$ cat config.mk
export PLATFORM = sky130hd
export DESIGN_NAME = uart_alu_frame_ctrl
export DESIGN_NICKNAME = d
export VERILOG_FILES = /design/src/rtl/uart_alu_pkg.sv /design/src/rtl/uart_alu_frame_ctrl_timeout.sv /design/src/rtl/uart_alu_frame_ctrl.sv
export SDC_FILE = /design/constraint.sdc
export NUM_CORES = 1
export LEC_CHECK = 0
export BUFFER_PORTS_ARGS = -buffer_cell sky130_fd_sc_hd__buf_2
export CAP_MARGIN = 20
export CELL_PAD_IN_SITES_DETAIL_PLACEMENT = 0
export CELL_PAD_IN_SITES_GLOBAL_PLACEMENT = 2
export CORE_MARGIN = 5
export CORE_UTILIZATION = 34
export CTS_BUF_LIST = sky130_fd_sc_hd__clkbuf_8
export DETAILED_ROUTE_END_ITERATION = 6
export MAX_ROUTING_LAYER = met4
export PLACE_DENSITY = 0.88
export SYNTH_ARGS = -nofsm -noshare
export SYNTH_HDL_FRONTEND = slang
export SYNTH_SLANG_ARGS = --single-unit
$ cat constraint.sdc
create_clock -name clock -period 2.05 [get_ports clock]
set_clock_uncertainty 0.2 [all_clocks]
set_input_delay 0.41 -clock clock [delete_from_list [all_inputs] [get_ports clock]]
set_output_delay 0.41 -clock clock [all_outputs]
set_load 0.1 [all_outputs]
$ cat src/rtl/uart_alu_pkg.sv
// Shared definitions for the UART/ALU frame controller: FSM state encoding and ALU opcodes.
package uart_alu_pkg;

  localparam int STATE_W = 3;

  localparam logic [STATE_W-1:0] ST_GET_A   = 3'd0;
  localparam logic [STATE_W-1:0] ST_GET_B   = 3'd1;
  localparam logic [STATE_W-1:0] ST_GET_OP  = 3'd2;
  localparam logic [STATE_W-1:0] ST_EXEC    = 3'd3;
  localparam logic [STATE_W-1:0] ST_SEND    = 3'd4;
  localparam logic [STATE_W-1:0] ST_WAIT_TX = 3'd5;

  typedef enum logic [STATE_W-1:0] {
    GET_A   = ST_GET_A,
    GET_B   = ST_GET_B,
    GET_OP  = ST_GET_OP,
    EXEC    = ST_EXEC,
    SEND    = ST_SEND,
    WAIT_TX = ST_WAIT_TX
  } state_t;

  localparam int OP_W = 6;

  localparam logic [OP_W-1:0] OP_ADD = 6'h20;
  localparam logic [OP_W-1:0] OP_SUB = 6'h22;
  localparam logic [OP_W-1:0] OP_AND = 6'h24;
  localparam logic [OP_W-1:0] OP_OR  = 6'h25;
  localparam logic [OP_W-1:0] OP_XOR = 6'h26;
  localparam logic [OP_W-1:0] OP_SRA = 6'h03;
  localparam logic [OP_W-1:0] OP_SRL = 6'h02;
  localparam logic [OP_W-1:0] OP_NOR = 6'h27;

  // States in which an incoming byte is part of the frame being assembled.
  function automatic logic is_accepting(input state_t s);
    return (s == GET_A) || (s == GET_B) || (s == GET_OP);
  endfunction

endpackage

$ cat src/rtl/uart_alu_frame_ctrl_timeout.sv
// Inter-byte idle counter: expire pulses combinationally on the TIMEOUT_CYCLES-th consecutive
// enabled cycle without clear; disabling or clearing restarts the count; 0 disables it.
module frame_timeout_counter #(
  parameter int TIMEOUT_CYCLES = 1000000
) (
  input  logic clock,
  input  logic reset,
  input  logic enable,
  input  logic clear,
  output logic expire
);

  localparam int CNT_W = (TIMEOUT_CYCLES > 0) ? $clog2(TIMEOUT_CYCLES + 1) : 1;

  generate
    if (TIMEOUT_CYCLES == 0) begin : g_off
      assign expire = 1'b0;
    end else begin : g_on
      localparam logic [CNT_W-1:0] LAST = CNT_W'(TIMEOUT_CYCLES - 1);

      logic [CNT_W-1:0] cnt_q;

      // A byte on the expiry cycle suppresses expire, so the byte wins.
      assign expire = enable && !clear && (cnt_q == LAST);

      always_ff @(posedge clock) begin
        if (reset || clear || !enable || expire) begin
          cnt_q <= '0;
        end else begin
          cnt_q <= cnt_q + CNT_W'(1);
        end
      end
    end
  endgenerate

endmodule

$ cat src/rtl/uart_alu_frame_ctrl.sv
// Assembles A, B, opcode bytes into an ALU frame and sends the result; tx_start_o 2 cycles after opcode byte.
// No backpressure on rx: bytes arriving while a result is in flight are dropped and flagged on overrun_o.
module uart_alu_frame_ctrl
  import uart_alu_pkg::*;
#(
  parameter int N_BITS_DATA    = 8,
  parameter int N_BITS_OP      = 6,
  parameter int TIMEOUT_CYCLES = 1000000
) (
  input  logic                   clock,
  input  logic                   reset,
  input  logic [N_BITS_DATA-1:0] rx_data_i,
  input  logic                   rx_done_i,
  input  logic                   tx_done_i,
  input  logic [N_BITS_DATA-1:0] alu_result_i,
  output logic [N_BITS_DATA-1:0] op_a_o,
  output logic [N_BITS_DATA-1:0] op_b_o,
  output logic [N_BITS_OP-1:0]   op_code_o,
  output logic [N_BITS_DATA-1:0] tx_data_o,
  output logic                   tx_start_o,
  output logic                   busy_o,
  output logic                   frame_err_o,
  output logic                   overrun_o
);

  state_t                 state_q, state_d;
  logic [N_BITS_DATA-1:0] op_a_q, op_a_d;
  logic [N_BITS_DATA-1:0] op_b_q, op_b_d;
  logic [N_BITS_OP-1:0]   op_code_q, op_code_d;
  logic [N_BITS_DATA-1:0] tx_data_q, tx_data_d;
  logic                   tx_start_q, tx_start_d;
  logic                   frame_err_q, frame_err_d;
  logic                   overrun_q, overrun_d;

  logic tmo_enable;
  logic tmo_expire;

  assign tmo_enable = (state_q == GET_B) || (state_q == GET_OP);

  frame_timeout_counter #(
    .TIMEOUT_CYCLES (TIMEOUT_CYCLES)
  ) u_timeout (
    .clock  (clock),
    .reset  (reset),
    .enable (tmo_enable),
    .clear  (rx_done_i),
    .expire (tmo_expire)
  );

  always_ff @(posedge clock) begin
    if (reset) begin
      state_q     <= GET_A;
      op_a_q      <= '0;
      op_b_q      <= '0;
      op_code_q   <= '0;
      tx_data_q   <= '0;
      tx_start_q  <= 1'b0;
      frame_err_q <= 1'b0;
      overrun_q   <= 1'b0;
    end else begin
      state_q     <= state_d;
      op_a_q      <= op_a_d;
      op_b_q      <= op_b_d;
      op_code_q   <= op_code_d;
      tx_data_q   <= tx_data_d;
      tx_start_q  <= tx_start_d;
      frame_err_q <= frame_err_d;
      overrun_q   <= overrun_d;
    end
  end

  always_comb begin
    state_d     = state_q;
    op_a_d      = op_a_q;
    op_b_d      = op_b_q;
    op_code_d   = op_code_q;
    tx_data_d   = tx_data_q;
    tx_start_d  = 1'b0;
    frame_err_d = 1'b0;
    overrun_d   = rx_done_i && !is_accepting(state_q);

    case (state_q)
      GET_A: begin
        if (rx_done_i) begin
          op_a_d  = rx_data_i;
          state_d = GET_B;
        end
      end
      GET_B: begin
        if (rx_done_i) begin
          op_b_d  = rx_data_i;
          state_d = GET_OP;
        end else if (tmo_expire) begin
          frame_err_d = 1'b1;
          state_d     = GET_A;
        end
      end
      GET_OP: begin
        if (rx_done_i) begin
          op_code_d = rx_data_i[N_BITS_OP-1:0];
          state_d   = EXEC;
        end else if (tmo_expire) begin
          frame_err_d = 1'b1;
          state_d     = GET_A;
        end
      end
      // Operands have been registered for a full cycle, so the ALU output is settled here.
      EXEC: begin
        tx_data_d  = alu_result_i;
        tx_start_d = 1'b1;
        state_d    = SEND;
      end
      SEND: begin
        state_d = WAIT_TX;
      end
      WAIT_TX: begin
        if (tx_done_i) begin
          state_d = GET_A;
        end
      end
      default: begin
        state_d = GET_A;
      end
    endcase
  end

  assign op_a_o      = op_a_q;
  assign op_b_o      = op_b_q;
  assign op_code_o   = op_code_q;
  assign tx_data_o   = tx_data_q;
  assign tx_start_o  = tx_start_q;
  assign frame_err_o = frame_err_q;
  assign overrun_o   = overrun_q;
  assign busy_o      = (state_q != GET_A);

endmodule

==> metrics, run 1 <==
CP max-delay cell=dfxtp_2; CTS tree=built; vias in the first global route=1863; EDFF count, synth=0; Synth Area in XOR/XNOR=5.71%; Post-Syn Area=2460 um^2; IO buf count=53; compound-cell area share of the yosys netlist=6.52%; Total Wirelength=5.40 mm; TNS Setup=0 ns; cts hold-fix bufs=0; gr usage total=12.7%; Pwr Density=1170 nW/um^2; hold wc startpoint=alu_result_i[4]; Synth Area in Simple Gates=32.3%; Mapped Nets=285; Hold/Removal Path Class=input pin to flop; routability cong.=0.712; Initial Util=34.4%; combinational family with the most area after synthesis=simple AND/OR/NAND/NOR gates; crit path max fanout=15; CP cell instances=or3_1 > buf_12; fin crit share=96.7%; Reg2Reg Depth=6; Clk pwr share=18.6%; Sink Count=56; area post-placement=2860 um^2; Worst Path Buf+Inv=1; Least-Margin Pin Slew=0.499 ns; fin. max-slew vios=0; post-route design area=2960 um^2; Num CTS Buffers=5; CP Data Required Time=1.44 ns; gr ovfl total=0; Reg power frac=38.2%; Cell Rows=31; area grow syn2layout=20.5%; die height=95.0 um; IO Pins=54; mux share of post-synthesis cell area=6.11%; worst flop-to-flop path startpoint=u_timeout.g_on.cnt_q[1]$_SDFF_PP0_; Final #Nets=339; Post-Layout Cell Count=419; type of origin of the critical path=flop; Int Power=1.83 mW; Core Region=7140 um^2; Cells after DPL=410; CP Capture Type=output port; commonest non-fill, non-tap cell in the layout=dfxtp_1; #FFs+latches synth=56; DRC Markers=0; Syn Area/Cell=9.30 um^2; Hold EP=tx_data_o[4]$_SDFFE_PP0P_; Die W=95.0 um; largest buffer count on any clock path=2; sequential share of the synthesized area=45.6%; max cap viols=0; filler cell count=734; distinct cell type count after synthesis=42; total iterations of the first detailed-routing run=4; antenna violations before repair=1; largest net degree at the start of global routing=35; first-pass GRT wire length=8.85 mm; Detailed Route Iter0 Violations=77; Data arrival, critical path=1.37 ns; Comb pwr share=43.2%; Hold Fails Final Rpt=0; share of flip-flops with an asynchronous set or reset=0%; Pwr Total=3.47 mW; unrepaired setup endpoints after global routing=false; via count=1946; Static Leak=1.18 nW; Peak VDD IR=724 uV; switching share of power=47.4%; full die area=9020 um^2; status=finished, final reports clean; Clock transition at path regs=0.12 ns; CTS Root Cell=clkbuf_8; DR WL/cell=12.9 um; Hold Path Depth=3; CP peak stage delay=0.43 ns; hold slack=0.110 ns; post-DR vias/cell=4.64; Slew headroom=66.9%; Detail Route Antenna Nets=0; Sw Pwr=1.65 mW; Final Critical Period=1.98 ns; Worst-Skew Late Latency=0.32 ns; post-synthesis adder-cell area fraction=0.509%; Post-Syn Instances=264; final-report setup violation count=0; post-DP HPWL=3.85 mm; ys flop type=dfxtp_1; share of layout cells above drive strength 1=30.4%; commonest cells after routing, fill and taps aside=55 x dfxtp_1, 52 x buf_2, 40 x nand2_1, 32 x nor2_1, 20 x a21oi_1; R2R setup slack=0.23 ns; Fmax=504 MHz; CP Class=flop to output port; cell family with most CP delay=flip-flops; YS warnings=0; Reg-to-Reg End=u_timeout.g_on.cnt_q[9]$_SDFF_PP0_; H-tree depth=2
cell usage after synthesis (4+ instances only):
library cell | number | area (um^2)
nand2_1 | 40 | 150
inv_1 | 5 | 18.8
xnor2_1 | 15 | 131
nor2_2 | 10 | 62.6
nor3_1 | 6 | 30.0
dfxtp_1 | 56 | 1120
buf_2 | 5 | 25.0
clkbuf_1 | 5 | 18.8
mux2i_1 | 15 | 150
nor2_1 | 32 | 120
a21oi_1 | 20 | 100
nor4_2 | 4 | 50.1
nand3_1 | 6 | 30.0
worst max-delay path by stage:
stage | start | to | slack, ns | depth (start not counted)
global placement | rx_done_i | op_code_o[0]$_SDFFE_PP0P_ | 0.30 | 5
CTS | state_q[2]$_SDFFE_PP0P_ | busy_o | 0.05 | 2
floorplan | state_q[2]$_SDFFE_PP0P_ | busy_o | 0.08 | 2
global route | state_q[1]$_SDFFE_PP0P_ | busy_o | 0.01 | 2
finish | state_q[2]$_SDFFE_PP0P_ | busy_o | 0.07 | 2
detailed placement | u_timeout.g_on.cnt_q[1]$_SDFF_PP0_ | u_timeout.g_on.cnt_q[7]$_SDFF_PP0_ | 0.25 | 6
cells by family (layout without fill, tap and decap cells):
group           count (synthesis)  count (layout)
flops                          56              56
fa+ha+maj                       1               1
xor+xnor                       16              16
other cells                     0               1
buf+inv                        17              72
compound gates                 27              27
simple gates                  132             132
mux                            15              15
flip-flops by register name, summed over array words and instances (netlist names):
| register | cells |
|---|---|
| u_timeout.g_on.cnt_q | 20 |
| op_a_o | 8 |
| op_b_o | 8 |
| tx_data_o | 8 |
| op_code_o | 6 |
| state_q | 3 |
| frame_err_o | 1 |
| overrun_o | 1 |
| tx_start_o | 1 |
final cells by class:
type | count | area, um^2 | share of cell area, %
multi-input combinational | 191 | 1260 | 42.5
sequential | 56 | 1120 | 37.9
timing repair buffer | 59 | 338 | 11.4
tap | 99 | 124 | 4.19
clock buffer | 5 | 68.8 | 2.33
clock inverter | 3 | 27.5 | 0.930
inverter | 5 | 18.8 | 0.634
antenna | 1 | 2.50 | 0.0846
routing by layer:
layer | vias to the layer above | track usage [%] | wire [um]
met5 | - | - | 0
met1 | 890 | 16.5 | 2530
li1 | 1006 | - | -
met4 | 0 | 4.09 | 76
met3 | 7 | 3.82 | 338
met2 | 43 | 18.8 | 2460
repair_timing:
item	in CTS	in global routing
buffers inserted	0	0
setup endpoints to repair	1	0
resized for setup	1	0
hold endpoints to repair	0	0
per-stage QoR:
stage | setup WS, ns | util [%]
2_1_floorplan | 0.0794 | -
3_3_place_gp | 0.304 | 40.1
3_5_place_dp | 0.250 | 40.1
4_1_cts | 0.0520 | 41.4
5_1_grt | 0.00966 | 41.5
6_report | 0.0672 | 41.5
worst register-to-register path, delay by kind of cell, from the launching register on:
family          cells  cell delay [ns]
fa+ha+maj           1             0.25
buf+inv             1             0.17
flops               1             0.43
compound gates      1             0.20
simple gates        3             0.46
power by group through the flow:
stage | Sequential, mW | Combinational (mW) | Clock (mW)
final | 1.33 | 1.50 | 0.647
after global routing | 1.35 | 1.57 | 0.720
after CTS | 1.33 | 1.51 | 0.676
after detailed placement | 1.35 | 1.51 | 0
after global placement | 1.34 | 1.51 | 0
after floorplan | 1.97 | 0.571 | 0
(Power assumes the default switching activity.)
==> run 2, diff against run 1 <==
--- a/config.mk
+++ b/config.mk
@@ -15,6 +15,7 @@
 export DETAILED_ROUTE_END_ITERATION = 6
 export MAX_ROUTING_LAYER = met4
 export PLACE_DENSITY = 0.88
+export SETUP_SLACK_MARGIN = 0.3
 export SYNTH_ARGS = -nofsm -noshare
 export SYNTH_HDL_FRONTEND = slang
 export SYNTH_SLANG_ARGS = --single-unit
==> metrics, run 2 (synthesis gave the netlist of run 1 again) <==
status=finished, final reports clean; Total Wirelength=5.59 mm; CP Data Required Time=1.44 ns; hold slack=0.126 ns; Hold EP=tx_data_o[1]$_SDFFE_PP0P_; fin. max-slew vios=0; max reg flops=20; largest buffer count on any clock path=2; IO Pins=54; IO buf count=53; Static Leak=1.23 nW; fin crit share=89.9%; Initial Util=34.4%; Sink Count=56; Slew headroom=65.2%; Post-Layout Cell Count=423; vias in the first global route=1933; Final Critical Period=1.84 ns; cell family with most CP delay=simple AND/OR/NAND/NOR gates; Final #Nets=344; Detail Route Antenna Nets=0; H-tree depth=2; cts hold-fix bufs=0; CP peak stage delay=0.39 ns; grt met3 use=3.67%; DR WL/cell=13.2 um; share of layout cells above drive strength 1=35.8%; Hold Fails Final Rpt=0; gr busiest metal=met2; Core Region=7140 um^2; Reg area=1140 um^2; crit path max fanout=2; Hold Path Depth=3; die height=95.0 um; Least-Margin Pin Slew=0.514 ns; post-DR vias/cell=4.64; final-report setup violation count=0; commonest cells after routing, fill and taps aside=45 x dfxtp_1, 39 x nand2_1, 34 x buf_2, 32 x nor2_1, 20 x a21oi_1; Data arrival, critical path=1.23 ns; gr ovfl total=0; Num CTS Buffers=5; Cell Rows=31; area grow syn2layout=27.8%; Finished Core Util=44.0%; Worst-Skew Late Latency=0.31 ns; unrepaired setup endpoints after global routing=true; Peak VDD IR=660 uV; Global Route met2 Usage=19.5%; Hold/Removal Path Class=input pin to flop; CP max-delay cell=or3_4; Multi-input gate area=1320 um^2; worst flop-to-flop path startpoint=state_q[1]$_SDFFE_PP0P_; largest net degree at the start of global routing=21; Detailed Route Iter0 Violations=81; max cap viols=0; hold wc startpoint=alu_result_i[1]; CTS Root Cell=clkbuf_8; Reg-to-Reg End=u_timeout.g_on.cnt_q[2]$_SDFF_PP0_; Clock transition at path regs=0.11 ns; Die W=95.0 um; first-pass GRT wire length=9.09 mm; Cells after DPL=408; Worst Path Buf+Inv=1; CP Capture Type=output port; CP cell instances=or3_4 > buf_12; via count=1963; routability cong.=0.726; type of origin of the critical path=flop; gr usage total=13.2%; CP Class=flop to output port; register with the most flip-flops=u_timeout.g_on.cnt_q; DRC Markers=0; diodes inserted=0; total iterations of the first detailed-routing run=4; R2R setup slack=0.34 ns; TNS Setup=0 ns; Pwr Density=1140 nW/um^2; commonest non-fill, non-tap cell in the layout=dfxtp_1; met1 usage=17.6%; filler cell count=719; CTS tree=built; full die area=9020 um^2; post-DP HPWL=3.81 mm; antenna violations before repair=0; Reg2Reg Depth=6; Fmax=542 MHz
-- run 2: cell types whose count changed in the layout (fill, tap and decap cells not counted), sizes merged --
| cell | change |
|---|---|
| diode | -1 |
| clkbuf | +19 |
| buf | -14 |
-- run 2: how the worst max path moves through the flow --
stage | from | depth (start not counted) | endpoint
after global routing | state_q[1]$_SDFFE_PP0P_ | 2 | busy_o
after detailed placement | u_timeout.g_on.cnt_q[1]$_SDFF_PP0_ | 6 | u_timeout.g_on.cnt_q[9]$_SDFF_PP0_
after CTS | state_q[1]$_SDFFE_PP0P_ | 2 | busy_o
after global placement | rx_done_i | 5 | op_code_o[1]$_SDFFE_PP0P_
after floorplan | u_timeout.g_on.cnt_q[1]$_SDFF_PP0_ | 6 | u_timeout.g_on.cnt_q[5]$_SDFF_PP0_
final | state_q[1]$_SDFFE_PP0P_ | 2 | busy_o
-- run 2: area by class of cell --
class / count / share of cell area [%]
repair buffers: 64 / 13.9
multi-input cells: 191 / 42.0
clock inverters: 3 / 0.877
flip-flops and latches: 56 / 36.5
well taps: 99 / 3.95
clock buffers: 5 / 2.19
inverters: 5 / 0.598
-- run 2: report_power, final --
part	internal, mW	total, mW	leakage, nW	switching (mW)
clock network	0.252	0.636	0.0463	0.384
logic	0.446	1.63	0.728	1.19
registers	1.22	1.31	0.460	0.0841
-- run 2: worst reg2reg max path, stage by stage, from the launching register on --
cell and delay, ns:
dfxtp_4 0.36, buf_4 0.17, xnor2_1 0.17, nor4_4 0.31
o21ai_4 0.15, clkbuf_16 0.20, nor2_2 0.10
-- run 2: per-stage QoR --
stage	setup slack, ns	area, um^2	power (mW)
2_1_floorplan	0.305	2460	2.56
3_3_place_gp	0.286	2850	2.85
3_5_place_dp	0.249	2850	2.85
4_1_cts	0.189	2990	3.54
5_1_grt	0.166	3140	3.76
6_report	0.206	3140	3.58
-- run 2: repair_timing --
item / in CTS / in global routing
cloned: 0 / 1
pin swaps: 0 / 3
endpoints found under the setup margin: 18 / 37
resized for setup: 9 / 30
setup buffers: 2 / 4
-- run 2: metal layers --
metal  part of all wire, %  up-vias
li1                      -     1015
met2                    44       48
met1                    50      890
met4                   1.4        0
met3                   4.8       10
met5                     0        -
==> run 3, diff against run 2 <==
--- a/config.mk
+++ b/config.mk
@@ -13,6 +13,8 @@
 export CORE_UTILIZATION = 34
 export CTS_BUF_LIST = sky130_fd_sc_hd__clkbuf_8
 export DETAILED_ROUTE_END_ITERATION = 6
+export GPL_TIMING_DRIVEN = 0
+export HOLD_SLACK_MARGIN = 0.08
 export MAX_ROUTING_LAYER = met4
 export PLACE_DENSITY = 0.88
 export SETUP_SLACK_MARGIN = 0.3
==> metrics, run 3 (synthesis gave the netlist of run 1 again) <==
register with the most flip-flops=u_timeout.g_on.cnt_q; IO Pins=54; hold slack=0.109 ns; Initial Util=34.4%; setup ws final=0.0807 ns; Reg power frac=35.5%; Total Wirelength=5.68 mm; Fmax=508 MHz; largest buffer count on any clock path=2; Pwr Density=1130 nW/um^2; fin crit share=96.1%; Hold Fails Final Rpt=0; Die W=95.0 um; Detail Route Antenna Nets=0; CP Capture Type=output port; Post-Layout Cell Count=438; vias in the first global route=2021; gr usage total=14.0%; cts hold-fix bufs=0; area post-placement=2850 um^2; post-DP HPWL=4.08 mm; Clock transition at path regs=0.12 ns; max cap viols=0; commonest cells after routing, fill and taps aside=44 x dfxtp_1, 39 x nand2_1, 31 x buf_2, 31 x nor2_1, 23 x clkbuf_4; max reg flops=20; post-DR vias/cell=4.58; fin. max-slew vios=0; IO buf count=53; share of layout cells above drive strength 1=37.6%; Comb pwr share=46.5%; Hold/Removal Path Class=input pin to flop; Static Leak=1.27 nW; Reg2Reg Depth=6; Hold Path Depth=3; Place WS=0.0924 ns; area grow syn2layout=30.6%; Final Critical Period=1.97 ns; switching share of power=46.3%; die height=95.0 um; Cells after DPL=416; Detailed Route Iter0 Violations=102; unrepaired setup endpoints after global routing=true; largest net degree at the start of global routing=20; type of origin of the critical path=flop; Peak VDD IR=607 uV; Int Power=1.95 mW; Least-Margin Pin Slew=0.563 ns; first-pass GRT wire length=9.61 mm; Sink Count=56; Finished Core Util=44.9%; routability cong.=0.762; TNS Setup=0 ns; H-tree depth=2; gr ovfl total=0; CP Class=flop to output port; CP Data Required Time=1.44 ns; Sw Pwr=1.69 mW; Pwr Total=3.64 mW; DRC Markers=0; commonest non-fill, non-tap cell in the layout=dfxtp_1; DR WL/cell=13.0 um; crit path max fanout=10; Core Region=7140 um^2; Cell Rows=31; worst flop-to-flop path startpoint=u_timeout.g_on.cnt_q[0]$_SDFF_PP0_; via count=2005; Worst-Skew Late Latency=0.32 ns; Data arrival, critical path=1.36 ns; antenna violations before repair=1; total iterations of the first detailed-routing run=4; full die area=9020 um^2; Final #Nets=358; status=finished, final reports clean; Slew headroom=62.3%; Num CTS Buffers=5; final-report setup violation count=0; CTS tree=built; post-route design area=3210 um^2; CP startpoint=state_q[1]$_SDFFE_PP0P_; CTS Root Cell=clkbuf_8; hold wc startpoint=alu_result_i[0]; Clk pwr share=18.0%
==> run 3: final timing paths <==
path                                         to  slack (ns)
max                                      busy_o        0.08
min                   tx_data_o[0]$_SDFFE_PP0P_        0.11
max reg2reg  u_timeout.g_on.cnt_q[3]$_SDFF_PP0_        0.35
min reg2reg              op_a_o[5]$_SDFFE_PP0P_        0.26
==> run 3: area by class of cell <==
cell class / count / area (um^2)
clock inverters: 3 / 26.3
multi-input cells: 191 / 1290
diodes: 1 / 2.50
fillers: 708 / 3930
well taps: 99 / 124
inverters: 5 / 18.8
flip-flops and latches: 56 / 1140
plain buffers: 12 / 85.1
clock buffers: 5 / 68.8
repair buffers: 66 / 450
==> run 3: repair_timing <==
action | in CTS | in global routing
setup endpoints to repair | 18 | 54
resized for setup | 20 | 33
setup buffers | 4 | 9
endpoints found under the hold margin | 0 | 0
pin swaps | 1 | 3
==> run 3: power by group through the flow <==
stage               sequential [mW]  clock (mW)  combinational [mW]
floorplan                      1.98           0               0.585
global placement               1.31           0                1.49
detailed placement             1.32           0                1.50
CTS                            1.29       0.681                1.63
global route                   1.31       0.730                1.79
finish                         1.29       0.655                1.69
==> run 3: per-layer routing <==
layer	up-vias	GRT usage [%]	wire [um]
met3	6	4.54	392
met5	-	-	0
met4	0	4.45	71
met2	53	20.0	2450
met1	901	18.6	2770
li1	1045	-	-
==> run 3: worst max-delay path, stage by stage, from the launching register on <==
cell     delay [ns]
dfxtp_2        0.34
buf_6          0.13
or3_4          0.39
buf_12         0.17
